## src/rtl/vga_timing_sequencer.sv

```systemverilog
// VGA raster sequencer: horizontal and vertical phase FSMs (ACTIVE/FRONT/SYNC/BACK)
// driving registered sync levels, display enable, pixel coordinates and line/frame strobes.
module vga_timing_sequencer #(
  parameter int unsigned H_ACTIVE        = 1024,
  parameter int unsigned H_FRONT         = 24,
  parameter int unsigned H_SYNC          = 136,
  parameter int unsigned H_BACK          = 160,
  parameter int unsigned V_ACTIVE        = 768,
  parameter int unsigned V_FRONT         = 3,
  parameter int unsigned V_SYNC          = 6,
  parameter int unsigned V_BACK          = 29,
  parameter bit          SYNC_ACTIVE_LOW = 1'b1,
  parameter int unsigned COUNTER_SIZE    = 11
) (
  input  logic                    control_clock,
  input  logic                    reset_n,
  input  logic                    enable,
  output logic                    h_sync,
  output logic                    v_sync,
  output logic                    display_enable,
  output logic [COUNTER_SIZE-1:0] pixel_x,
  output logic [COUNTER_SIZE-1:0] pixel_y,
  output logic                    line_start,
  output logic                    frame_start
);

  localparam int unsigned CW = COUNTER_SIZE;

  localparam logic [CW-1:0] H_ACTIVE_LAST = CW'(H_ACTIVE - 1);
  localparam logic [CW-1:0] H_FRONT_LAST  = CW'(H_FRONT - 1);
  localparam logic [CW-1:0] H_SYNC_LAST   = CW'(H_SYNC - 1);
  localparam logic [CW-1:0] H_BACK_LAST   = CW'(H_BACK - 1);
  localparam logic [CW-1:0] V_ACTIVE_LAST = CW'(V_ACTIVE - 1);
  localparam logic [CW-1:0] V_FRONT_LAST  = CW'(V_FRONT - 1);
  localparam logic [CW-1:0] V_SYNC_LAST   = CW'(V_SYNC - 1);
  localparam logic [CW-1:0] V_BACK_LAST   = CW'(V_BACK - 1);

  localparam logic SYNC_ON  = ~SYNC_ACTIVE_LOW;
  localparam logic SYNC_OFF = SYNC_ACTIVE_LOW;

  typedef enum logic [1:0] {
    PH_ACTIVE = 2'd0,
    PH_FRONT  = 2'd1,
    PH_SYNC   = 2'd2,
    PH_BACK   = 2'd3
  } phase_e;

  phase_e          h_state, h_state_nxt, v_state, v_state_nxt;
  logic [CW-1:0]   h_cnt, h_cnt_nxt, v_cnt, v_cnt_nxt;
  logic [CW-1:0]   h_last, v_last;
  logic            end_of_line, end_of_frame;

  function automatic phase_e next_phase(input phase_e p);
    case (p)
      PH_ACTIVE: next_phase = PH_FRONT;
      PH_FRONT:  next_phase = PH_SYNC;
      PH_SYNC:   next_phase = PH_BACK;
      default:   next_phase = PH_ACTIVE;
    endcase
  endfunction

  // Last counter value of the current phase for each axis.
  always_comb begin
    case (h_state)
      PH_ACTIVE: h_last = H_ACTIVE_LAST;
      PH_FRONT:  h_last = H_FRONT_LAST;
      PH_SYNC:   h_last = H_SYNC_LAST;
      default:   h_last = H_BACK_LAST;
    endcase
    case (v_state)
      PH_ACTIVE: v_last = V_ACTIVE_LAST;
      PH_FRONT:  v_last = V_FRONT_LAST;
      PH_SYNC:   v_last = V_SYNC_LAST;
      default:   v_last = V_BACK_LAST;
    endcase
  end

  // Next-state logic; an out-of-range counter falls back to the reset position.
  always_comb begin
    h_state_nxt  = h_state;
    h_cnt_nxt    = h_cnt;
    v_state_nxt  = v_state;
    v_cnt_nxt    = v_cnt;
    end_of_line  = 1'b0;
    end_of_frame = 1'b0;
    if ((h_cnt > h_last) || (v_cnt > v_last)) begin
      h_state_nxt = PH_BACK;
      h_cnt_nxt   = H_BACK_LAST;
      v_state_nxt = PH_BACK;
      v_cnt_nxt   = V_BACK_LAST;
    end else if (enable) begin
      if (h_cnt == h_last) begin
        h_state_nxt = next_phase(h_state);
        h_cnt_nxt   = '0;
        if (h_state == PH_BACK) begin
          end_of_line = 1'b1;
          if (v_cnt == v_last) begin
            v_state_nxt  = next_phase(v_state);
            v_cnt_nxt    = '0;
            end_of_frame = (v_state == PH_BACK);
          end else begin
            v_cnt_nxt = v_cnt + CW'(1);
          end
        end
      end else begin
        h_cnt_nxt = h_cnt + CW'(1);
      end
    end
  end

  // State registers and outputs, all describing the position being entered.
  always_ff @(posedge control_clock or negedge reset_n) begin
    if (!reset_n) begin
      h_state        <= PH_BACK;
      h_cnt          <= H_BACK_LAST;
      v_state        <= PH_BACK;
      v_cnt          <= V_BACK_LAST;
      h_sync         <= SYNC_OFF;
      v_sync         <= SYNC_OFF;
      display_enable <= 1'b0;
      pixel_x        <= '0;
      pixel_y        <= '0;
      line_start     <= 1'b0;
      frame_start    <= 1'b0;
    end else begin
      h_state        <= h_state_nxt;
      h_cnt          <= h_cnt_nxt;
      v_state        <= v_state_nxt;
      v_cnt          <= v_cnt_nxt;
      h_sync         <= (h_state_nxt == PH_SYNC) ? SYNC_ON : SYNC_OFF;
      v_sync         <= (v_state_nxt == PH_SYNC) ? SYNC_ON : SYNC_OFF;
      display_enable <= (h_state_nxt == PH_ACTIVE) && (v_state_nxt == PH_ACTIVE);
      pixel_x        <= (h_state_nxt == PH_ACTIVE) ? h_cnt_nxt : '0;
      pixel_y        <= (v_state_nxt == PH_ACTIVE) ? v_cnt_nxt : '0;
      line_start     <= end_of_line;
      frame_start    <= end_of_frame;
    end
  end

endmodule

```

## config.mk

```make
export PLATFORM = sky130hd
export DESIGN_NAME = vga_timing_sequencer
export DESIGN_NICKNAME = d
export VERILOG_FILES = /design/src/rtl/vga_timing_sequencer.sv
export SDC_FILE = /design/constraint.sdc
export NUM_CORES = 1
export LEC_CHECK = 0
export ABC_CLOCK_PERIOD_IN_PS = 6800
export CORE_UTILIZATION = 28
export DETAILED_ROUTE_END_ITERATION = 10
export GPL_ROUTABILITY_DRIVEN = 0
export PLACE_DENSITY = 0.56
export SLEW_MARGIN = 40
export SYNTH_ARGS = -nofsm -noshare
export SYNTH_HDL_FRONTEND = slang
export SYNTH_SLANG_ARGS = --single-unit
```

## constraint.sdc

```tcl
create_clock -name control_clock -period 6.8 [get_ports control_clock]
set_input_delay 1.02 -clock control_clock [delete_from_list [all_inputs] [get_ports control_clock]]
set_output_delay 1.02 -clock control_clock [all_outputs]
set_load 0.01 [all_outputs]
```

# Word-level counts from Yosys, hierarchy flattened
# Index checks and enable logic that the tools add are counted.
[classes]
n_addsub = 2
n_lt_le_gt_ge = 2
n_eq_ne = 10
mux = 33
n_reduce_logical = 6
[op_table]
columns = ["cell", "n"]
rows = [
  ["11-bit 2-to-1 mux", 10],
  ["10-bit one-hot mux with 3 select lines", 2],
  ["11-bit by 1-bit adder with 11-bit output (second input constant)", 2],
  ["11-bit equality test", 2],
  ["11-bit greater-than comparator", 2],
  ["2-bit 2-to-1 mux", 8],
  ["2-bit equality test (second input constant)", 6],
  ["2-bit one-hot mux with 3 select lines", 2],
  ["1-bit 2-to-1 mux", 11],
  ["2-bit logical NOT", 4],
  ["2-bit by 1-bit equality test with 1-bit output (second input constant)", 2],
  ["1-bit logical AND", 1],
  ["1-bit logical OR", 1],
]
[totals]
ff_bits = 53
inputBits = 3
output_inout_bits = 27
word_cells = 64

# Longest topological paths before layout
[depth]
depth_word = 10
ltp_mapped = 11
mapped_depth_nobuf = 10

# Least setup slack after synthesis
# Ideal clock, no wire load.
[synth_path]
kind = "reg-to-reg"
start = "register h_state[0]"
end = "register v_state[0]"
setup_ps = 89
arrival_time_ps = 2505
required_time_ps = 6711
setup_slack_ps = 4206
path_stages_with_launch = 11
path_buffers = 1
synth_period_minus_slack_ps = 2594
path_cell_list = "dfstp_2 inv_1 ha_1 ha_1 and4_1 a221oi_2 o21ai_0 a21oi_2 o21a_1 buf_4 o211ai_1"
[synth_between]
elab_chain_len = 6
word_cells_on_any_way = 12
cone_classes = "order compare (1); eq/ne (4); mux (5); reduce/logical (2)"
[synth_rtl]
columns = ["item", "line_no", "text"]
rows = [
  ["start, declared", "48", "phase_e h_state, h_state_nxt, v_state, v_state_nxt;"],
  ["start signal, assigned", "126", "h_state <= h_state_nxt;"],
  ["branches (longest 5 deep; another with 11-bit greater-than comparator)", "n/a", ""],
  ["2-bit 2-to-1 mux *", "86", "if ((h_cnt > h_last) || (v_cnt > v_last)) begin"],
  ["net v_state_nxt[0]", "48", ""],
  ["end signal, assigned", "128", "v_state <= v_state_nxt;"],
  ["end, declared", "48", ""],
]
# Mark *: on every way through the listed nets, which the timed path passes.

# Final worst setup path
[layout_path]
start = "input port enable"
end = "register pixel_y[1]"
[layout_between]
elab_chain_len = 4
word_cells_on_any_way = 6
cone_classes = "mux (5); reduce/logical (1)"
[layout_rtl]
columns = ["item", "line_no", "text"]
rows = [
  ["start, declared", "17", "input logic enable,"],
  ["2-bit 2-to-1 mux", "91", "end else if (enable) begin"],
  ["2-bit 2-to-1 mux", "86", ""],
  ["2-bit logical NOT", "134", "pixel_y <= (v_state_nxt == PH_ACTIVE) ? v_cnt_nxt : '0;"],
  ["11-bit 2-to-1 mux *", "134", ""],
  ["end signal, assigned", "134", ""],
  ["end, declared", "22", "output logic [COUNTER_SIZE-1:0] pixel_y,"],
]
# Every way passes the cells marked *; elsewhere a longest branch is shown, timed or not.

==> reports/qor.txt <==
Yosys top cell area share = 0.326
Synth area leader = dfrtp_1
Crit path launch type = primary input
Setup WS pre-CTS = 3090 ps
Worst rel slew slack = 0.507
GR Overflow Total = 0
H-tree Lvls = 2
Post-synth EDFFs = 0
Post-synthesis cell area = 2920 um2
Largest net degree at the start of global routing = 54
WS Path Type = primary input to register
Worst Tran Pin Value = 733 ps
Post-route ant nets = 0
Die width = 104 um
RSZ-0062 raised after global routing = no
Vias in the first global route = 2,231
First-pass GRT wire length = 11.0 mm
Reg2Reg Capture Point = pixel_y[1]
Synth Warn # = 0
Via density = 4.92
Synthesis-stage register bit count = 53
Clock power share = 0.154
Reg2reg start = h_state[1]
Buffers & Inverters on Critical Path = 2
Initial antenna violation count = 0
CORE AREA = 9950 um2
CTS tree = done
Detailed Place HPWL = 4.57 mm
Static leakage = 1.48 nW
Top-count cell post-synth = dfrtp_1
Asr flop ratio synth = 1.00
Hold path endpoint = h_cnt[3]
Hold_sp = h_cnt[3]
Postcts setup bufs = 0
# clock sinks = 53
Crit path max-delay family = simple AND/OR/NAND/NOR gates
Via count = 2,170
Sequential share of the synthesized area = 0.461
Most used DFF post-synth = dfrtp_1
Number of diodes = 0
DIE AREA = 10,800 um2
Final net count = 335
Wirelength, routed = 6.13 mm
Filler instances = 1,003
Share of layout cells above drive strength 1 = 0.136
Worst reg2reg setup slack = 3600 ps
Slowest CP cell = clkdlybuf4s50_1
Worst path max stage delay = 750 ps
CP cell instances = clkdlybuf4s50_1 -> inv_1 -> nor4_4 -> nand2_1 -> o31ai_2 -> o211ai_2 -> nor2_1
CTS clk-pin slew, worst paths = 90 ps
Gr usage total = 0.126
CP Max Fanout = 13
Internal power = 0.673 mW
Site Rows = 36
Initial core utilization = 0.293
Arrival @ worst endpoint = 3630 ps
Min-delay worst type = register to register
DRC errors left = 0
Cts repair resizes = 0
Layout area overhead = 17.5%
CTS root buffer = clkbuf_8
Cell area power density = 346 nW/um2
# IOs = 30
Synth cell count leaders = dfrtp_1, nand2_1, nor2_1
Max-cap violations = 0
Post-route setup TNS = 0 ps
Total net switching power = 0.512 mW
Worst-Skew Late Latency = 300 ps
Combinational fraction of design power = 0.492
Min Tclk post-route = 3400 ps
Pre-antenna DRT Iters = 4
Switching Share = 0.432
CP Data Required Time = 7030 ps
CTS Buf Count = 5
Reg power frac = 0.354
Slew Limit Fails = 0
Routed len/inst = 13.9 um
Crit. End Element = register
Final hold violation count = 0
Net Count, Synth = 304
Final worst-path cycle share = 0.499
Hold-fix buffers, CTS = 0
Peak VDD IR = 0.149 mV
Final setup vio count = 0
Final Worst Setup Slack = 3400 ps
Starting DRT DRC Count = 54
Die Height = 104 um
Mapped Cells = 276
Longest Clk Path Bufs = 2
Netlist cell types = 57
Hold path cells = 2
Fmax = 294 MHz
Synth top area cells = dfrtp_1, dfstp_2, ha_1
Worst Skew = 5.86 ps
R2R depth = 9
I/O Buffers = 29
CP startpoint = enable
Synth Area per Inst = 10.6 um2
Run status = finished, final reports clean
cell type report:
class | count | area, um2 | share of cell area
Sequential cell | 53 | 1350 | 0.392
Clock buffer | 8 | 90.1 | 0.0263
Tap cell | 133 | 166 | 0.0485
Timing Repair Buffer | 30 | 293 | 0.0854
Multi-Input combinational cell | 206 | 1490 | 0.435
Inverter | 11 | 41.3 | 0.0120
worst reg2reg max path: stages (launching register included):
cell,delay [ps]
dfstp_2,600
inv_1,100
ha_1,340
ha_1,310
nand4_1,210
nor4_4,550
nand2_1,320
o31ai_2,340
o211ai_2,220
nor2_1,150
layout by cell type (no fill, tap or decap), drive strengths merged, types with 4 or more instances in the layout:
cell / netlist / layout
nor3: 20 / 20
o21ai: 10 / 10
ha: 25 / 25
nor2: 28 / 28
nor4: 4 / 4
clkdlybuf4s50: 0 / 28
nand2: 30 / 30
and3: 7 / 7
clkbuf: 1 / 8
xnor2: 6 / 6
xor2: 9 / 9
inv: 11 / 11
nand4: 4 / 4
o211ai: 7 / 7
o31ai: 5 / 5
a21oi: 7 / 7
nand3: 8 / 8
and2: 5 / 5
dfrtp: 38 / 38
dfstp: 15 / 15
through the flow:
| step | power (mW) | cells | hold WS (ps) | area [um2] | util |
|---|---|---|---|---|---|
| global route | 1.29 | 441 | 642 | 3430 | 0.344 |
| CTS | 1.21 | 441 | 591 | 3430 | 0.344 |
| floorplan | 0.865 | 276 | 541 | 2920 | - |
| global placement | 1.01 | 433 | 575 | 3330 | 0.335 |
| finish | 1.18 | 441 | 586 | 3430 | 0.344 |
| detailed placement | 1.02 | 433 | 589 | 3340 | 0.335 |
state kept, by name, summed over array words and instances (netlist names), 2 cells and up:
signal / flops
h_cnt: 11
pixel_x: 11
pixel_y: 11
v_cnt: 11
h_state: 2
v_state: 2
cell families (layout without fill, tap and decap cells):
logic type	Yosys count	in the layout	synth area share
compound gates	45	45	0.128
buf+inv	17	49	0.0300
xor+xnor	15	15	0.0450
flops	53	53	0.461
mux	1	1	0.00343
fa+ha+maj	25	25	0.107
simple gates	120	120	0.226
routing by layer:
layer	GRT usage	share of wire	wire [um]	vias up
met4	0.0306	0.010	64	0
met2	0.204	0.48	2920	45
li1	-	-	-	1051
met1	0.168	0.47	2910	1066
met3	0.0301	0.040	244	8
met5	0	0	0	-
worst max-delay path by stage:
stage	end	slack [ps]	cells after the start
after floorplan	v_state[0]	4210	10
after global placement	display_enable	3260	7
after detailed placement	pixel_y[0]	3090	7
after CTS	pixel_y[1]	3400	7
after global routing	pixel_y[4]	3190	7
final	pixel_y[1]	3400	7
power groups by stage:
stage               Clock, mW  Combinational, mW  Sequential [mW]
floorplan                   0              0.440            0.425
global placement            0              0.585            0.425
detailed placement          0              0.593            0.425
CTS                     0.191              0.594            0.420
global route            0.202              0.660            0.427
finish                  0.182              0.583            0.419
(Power assumes the default switching activity.)
==> patch 1: new RTL, same settings <==
Re-encode `phase_e` (4 values) as one-hot, 4 bits wide.
--- a/src/rtl/vga_timing_sequencer.sv
+++ b/src/rtl/vga_timing_sequencer.sv
@@ -38,11 +38,11 @@
   localparam logic SYNC_ON  = ~SYNC_ACTIVE_LOW;
   localparam logic SYNC_OFF = SYNC_ACTIVE_LOW;
 
-  typedef enum logic [1:0] {
-    PH_ACTIVE = 2'd0,
-    PH_FRONT  = 2'd1,
-    PH_SYNC   = 2'd2,
-    PH_BACK   = 2'd3
+  typedef enum logic [3:0] {
+    PH_ACTIVE = 4'b0001,
+    PH_FRONT  = 4'b0010,
+    PH_SYNC   = 4'b0100,
+    PH_BACK   = 4'b1000
   } phase_e;
 
   phase_e          h_state, h_state_nxt, v_state, v_state_nxt;
Function: same outputs for any inputs over 10 cycles, from zero or initial values and one cycle with reset_n low; not proved beyond that.
==> patch 1 against the unedited design <==
- register-to-register slack lost 0.65 ns
- global-route usage grew 0.34 points
- utilization grew 1.4 points
- design area grew 4.0%
- sequential cell count grew 4
- synthesized area grew 0.13%
- setup slack lost 0.45 ns
- routed wire length grew 1.4%
- worst hold slack lost 0.066 ns
Power is not compared: it rests on default switching activity, and its combinational part moved more than twofold at a synthesized area within 25%.
==> patch 1: results (changes against the unedited design) <==
clock_network:
  clkSlewWorstSetupHoldPaths_ns: 0.06  # -0.03 ns
  clock_path_buffers: 2  # unchanged
  clk-insertion-delay-late_ns: 0.34  # +0.04 ns
  cts-htree-levels: 3  # +1
  numCtsBuffers: 9  # +4
synth:
  yosysWarningCount: 0  # unchanged
  ys_types: 49  # -14%
  synth_compound_area_frac: 0.0874  # -0.0404
  synthXorXnorAreaFrac: 0.0540  # +0.00894
  synth_adder_area_share: 0.0771  # -0.0301
  async_flop_share: 1.00  # unchanged
  yosysSeqAreaShare: 0.494  # +0.0328
  synth_mux_area_frac: 0.00385  # +0.000424
  ys_top_cells_by_count: "44 x dfrtp_1, 36 x nor3_1, 28 x nand2_1"
  syn_nets: 306  # +0.66%
  synth.area.top_cells: "dfrtp_1 38%, dfstp_2 12%, ha_1 7.7%, nor3_1 6.2%, xor2_1 4.2%"
timing:
  max_freq_mhz: 260  # -12%
  fin_skew_ns: 0.00946  # +0.00360 ns
  worst_pin_slew_ns: 0.772  # +0.0381 ns
routing:
  vias: 2247  # +3.5%
  m1WireLength_um: 2770  # -4.6%
  wl_met3_um: 180  # -26%
  drtIter0Drc: 94  # +74%
  routed_wl_um: 6220  # +1.4%
  route.met2.wl_um: 3130  # +7.5%
cells_and_area:
  nNetsFinal: 337  # +0.60%
  fill_cells: 995  # -0.80%
  drive_gt1_frac: 0.134  # -0.00241
power_and_ir_drop:
  switching_power_uw: 184
  p_leak_uw: 0.00150
global_route:
  antenna_found_initial: 0  # unchanged
  grt_usage: 0.129  # +0.00342
  met2_usage: 0.222  # +0.0181
  grt_pass1_vias: 2373  # +6.4%
  grtUsageMet1: 0.149  # -0.0186
  use_met3: 0.0345  # +0.00439
  grt_max_degree: 58  # +7.4%
  grt_pass1_wl_um: 11200  # +1.2%
placement:
  dpl_cell_area_um2: 3350  # +0.30%
  dp_hpwl_um: 4250  # -7.1%
worst_setup_path:
  crit_path_max_fanout: 13  # unchanged
  critPathMaxStageDelay_ns: 0.77  # +0.02 ns
  critPathSlowestCell: "or4_1"
  crit_arrival_ns: 4.08  # +0.45 ns
run_status:
  run_status: "completed"
patch 1: logic make-up (layout without fill, tap and decap cells):
kind of cell / count (synthesis) / after routing
multiplexers: 1 / 1
adder cells (fa/ha/maj): 18 / 18
flip-flops: 57 / 57
XOR/XNOR: 18 / 18
AND/OR/NAND/NOR: 136 / 136
AO/OA/AOI/OAI: 38 / 38
buffers and inverters: 17 / 53
patch 1: tightest hold or removal path: stages (launching register included):
cell and delay [ns]:
dfstp_2 0.39, nand2_1 0.06, nand3b_1 0.06
patch 1: through the flow:
step / hold WS [ns] / std cells / setup WS (ns)
2_1_floorplan: 0.488 / 285 / 3.54
3_3_place_gp: 0.508 / 438 / 3.14
3_5_place_dp: 0.510 / 438 / 2.99
4_1_cts: 0.522 / 454 / 2.97
5_1_grt: 0.541 / 454 / 2.56
6_report: 0.520 / 454 / 2.95
patch 1: layout make-up:
class	count	area, um^2	share of cell area
timing repair buffer	33	315	0.0884
multi-input combinational	211	1410	0.395
clock buffer	14	183	0.0512
inverter	4	15.0	0.00421
clock inverter	2	35.0	0.00982
tap	133	166	0.0467
sequential	57	1440	0.405
patch 1: final timing paths:
kind,slack [ns],start,to,cells past startpoint
setup reg to reg,2.95,h_state[2],v_state[0],8
setup / recovery,2.95,h_state[2],v_state[0],8
hold / removal,0.52,h_state[3],h_state[3],2
min in group asynchronous,0.82,reset_n,h_cnt[6],2
max in group asynchronous,5.53,reset_n,v_cnt[0],2
hold reg to reg,0.52,h_state[3],h_state[3],2
patch 1: power groups by stage:
stage               clock network [uW]  logic, uW  registers [uW]
finish                             338       58.2             383
global route                       360       70.3             386
CTS                                346       59.4             383
detailed placement                   0       59.2             388
global placement                     0       56.1             388
floorplan                            0       41.9             382
==> patch 2: new RTL, same settings <==
Made on the original files. `SYNC_ACTIVE_LOW`: 1'b1 -> 1'b0.
--- a/src/rtl/vga_timing_sequencer.sv
+++ b/src/rtl/vga_timing_sequencer.sv
@@ -9,7 +9,7 @@
   parameter int unsigned V_FRONT         = 3,
   parameter int unsigned V_SYNC          = 6,
   parameter int unsigned V_BACK          = 29,
-  parameter bit          SYNC_ACTIVE_LOW = 1'b1,
+  parameter bit          SYNC_ACTIVE_LOW = 1'b0,
   parameter int unsigned COUNTER_SIZE    = 11
 ) (
   input  logic                    control_clock,
Formal check against the unedited RTL: not equivalent (Yosys sat finds a counterexample within 4 cycles, from zero or initial values and one cycle with reset_n low).
==> patch 2 against the unedited design <==
- total power rose by 1.1%
- routed wire length increased by 4.1%
- setup slack improved by 0.052 ns
- design area rose by 0.15%
- count of clock-buffer cells in the layout decreased by 1
- synthesized cell count grew 0.36%
- sequential share of layout area down 0.13 points
- sequential cell count is the same
- synthesized area rose by 0.21%
- via count decreased by 1.5%
- critical path type is now reg -> reg
==> patch 2: results (changes against the unedited design) <==
run_status:
  run_status: "completed"
power_and_ir_drop:
  p_leak_uw: 0.00148  # +0.39%
  ir_worst_vdd_uv: 233  # +56%
  power.density_nw_per_um2: 349  # +0.95%
worst_hold_path:
  whs_endpoint: "h_cnt[10]"
timing:
  fin_skew_ns: 0.0114  # +0.00558 ns
  hold-worst-slack_ns: 0.590  # +0.00366 ns
  slew_headroom: 0.532  # +0.0253
global_route:
  met2_usage: 0.190  # -0.0138
  grtUsageMet1: 0.180  # +0.0123
  grt_pass1_wl_um: 10900  # -1.6%
  use_met3: 0.0169  # -0.0132
  grt_usage: 0.123  # -0.00238
  grt_pass1_vias: 2162  # -3.1%
synth:
  synth_compound_area_frac: 0.132  # +0.00401
  synth_adder_area_share: 0.107  # -0.000229
  synth.area.top_cells: "dfrtp_1 34%, dfstp_2 12%, ha_1 11%, nand2_1 3.6%, nor2_1 3.6%"
  ys_types: 56  # -1.8%
  ys_top_cells_by_count: "40 x dfrtp_1, 28 x nand2_1, 28 x nor2_1"
  synthXorXnorAreaFrac: 0.0449  # -0.0000963
  yosysSeqAreaShare: 0.459  # -0.00184
  syn_inst: 277  # +0.36%
  syn_nets: 305  # +0.33%
cells_and_area:
  clkbuf_count: 7  # -1
  drive_gt1_frac: 0.133  # -0.00325
  sh_seq_area: 0.391  # -0.00130
  design.seq.count: 53  # unchanged
  signal_buffers: 31  # +3.3%
  fill_cells: 994  # -0.90%
  clk_share: 0.0251  # -0.00113
  buf_share: 0.0875  # +0.00206
  nNetsFinal: 336  # +0.30%
routing:
  route.met2.wl_um: 2790  # -4.3%
  wl_met3_um: 153  # -37%
  wire_per_inst_um: 14.5  # +4.1%
  routed_wl_um: 6380  # +4.1%
  m1WireLength_um: 3380  # +16%
worst_setup_path:
  r2r_end: "h_cnt[3]"
  critPathMaxStageDelay_ns: 0.63  # -0.12 ns
  reg2reg_slack_ns: 3.46  # -0.14 ns
  rr_worst_depth: 10  # +1
  critPathSlowestCell: "dfstp_2"
  cp_top_family: "compound AO/OA/AOI/OAI gates"
placement:
  dp_hpwl_um: 4560  # -0.34%
  dp.cells: 434  # +0.23%
-- patch 2: cell types whose count changed after synthesis, sizes merged, moves of 2 or more --
cell   before  now
nand3       8   11
nand2      30   28
a21oi       7    9
dfrtp      38   40
dfstp      15   13
buf         5    7
nand4       4    2
-- patch 2: per-stage QoR --
step           setup slack, ns  cell area [um^2]   util
2_1_floorplan             4.15              2920      -
3_3_place_gp              3.54              3340  0.335
3_5_place_dp              3.48              3340  0.335
4_1_cts                   3.57              3430  0.344
5_1_grt                   3.23              3430  0.345
6_report                  3.46              3430  0.345
-- patch 2: worst max path at each step --
stage / startpoint / end / depth (start not counted)
6_report: h_state[1] / h_cnt[3] / 10
2_1_floorplan: h_state[1] / pixel_x[2] / 10
5_1_grt: h_state[1] / h_cnt[3] / 10
3_3_place_gp: enable / pixel_x[3] / 6
3_5_place_dp: enable / pixel_x[7] / 6
4_1_cts: h_state[1] / h_cnt[3] / 10
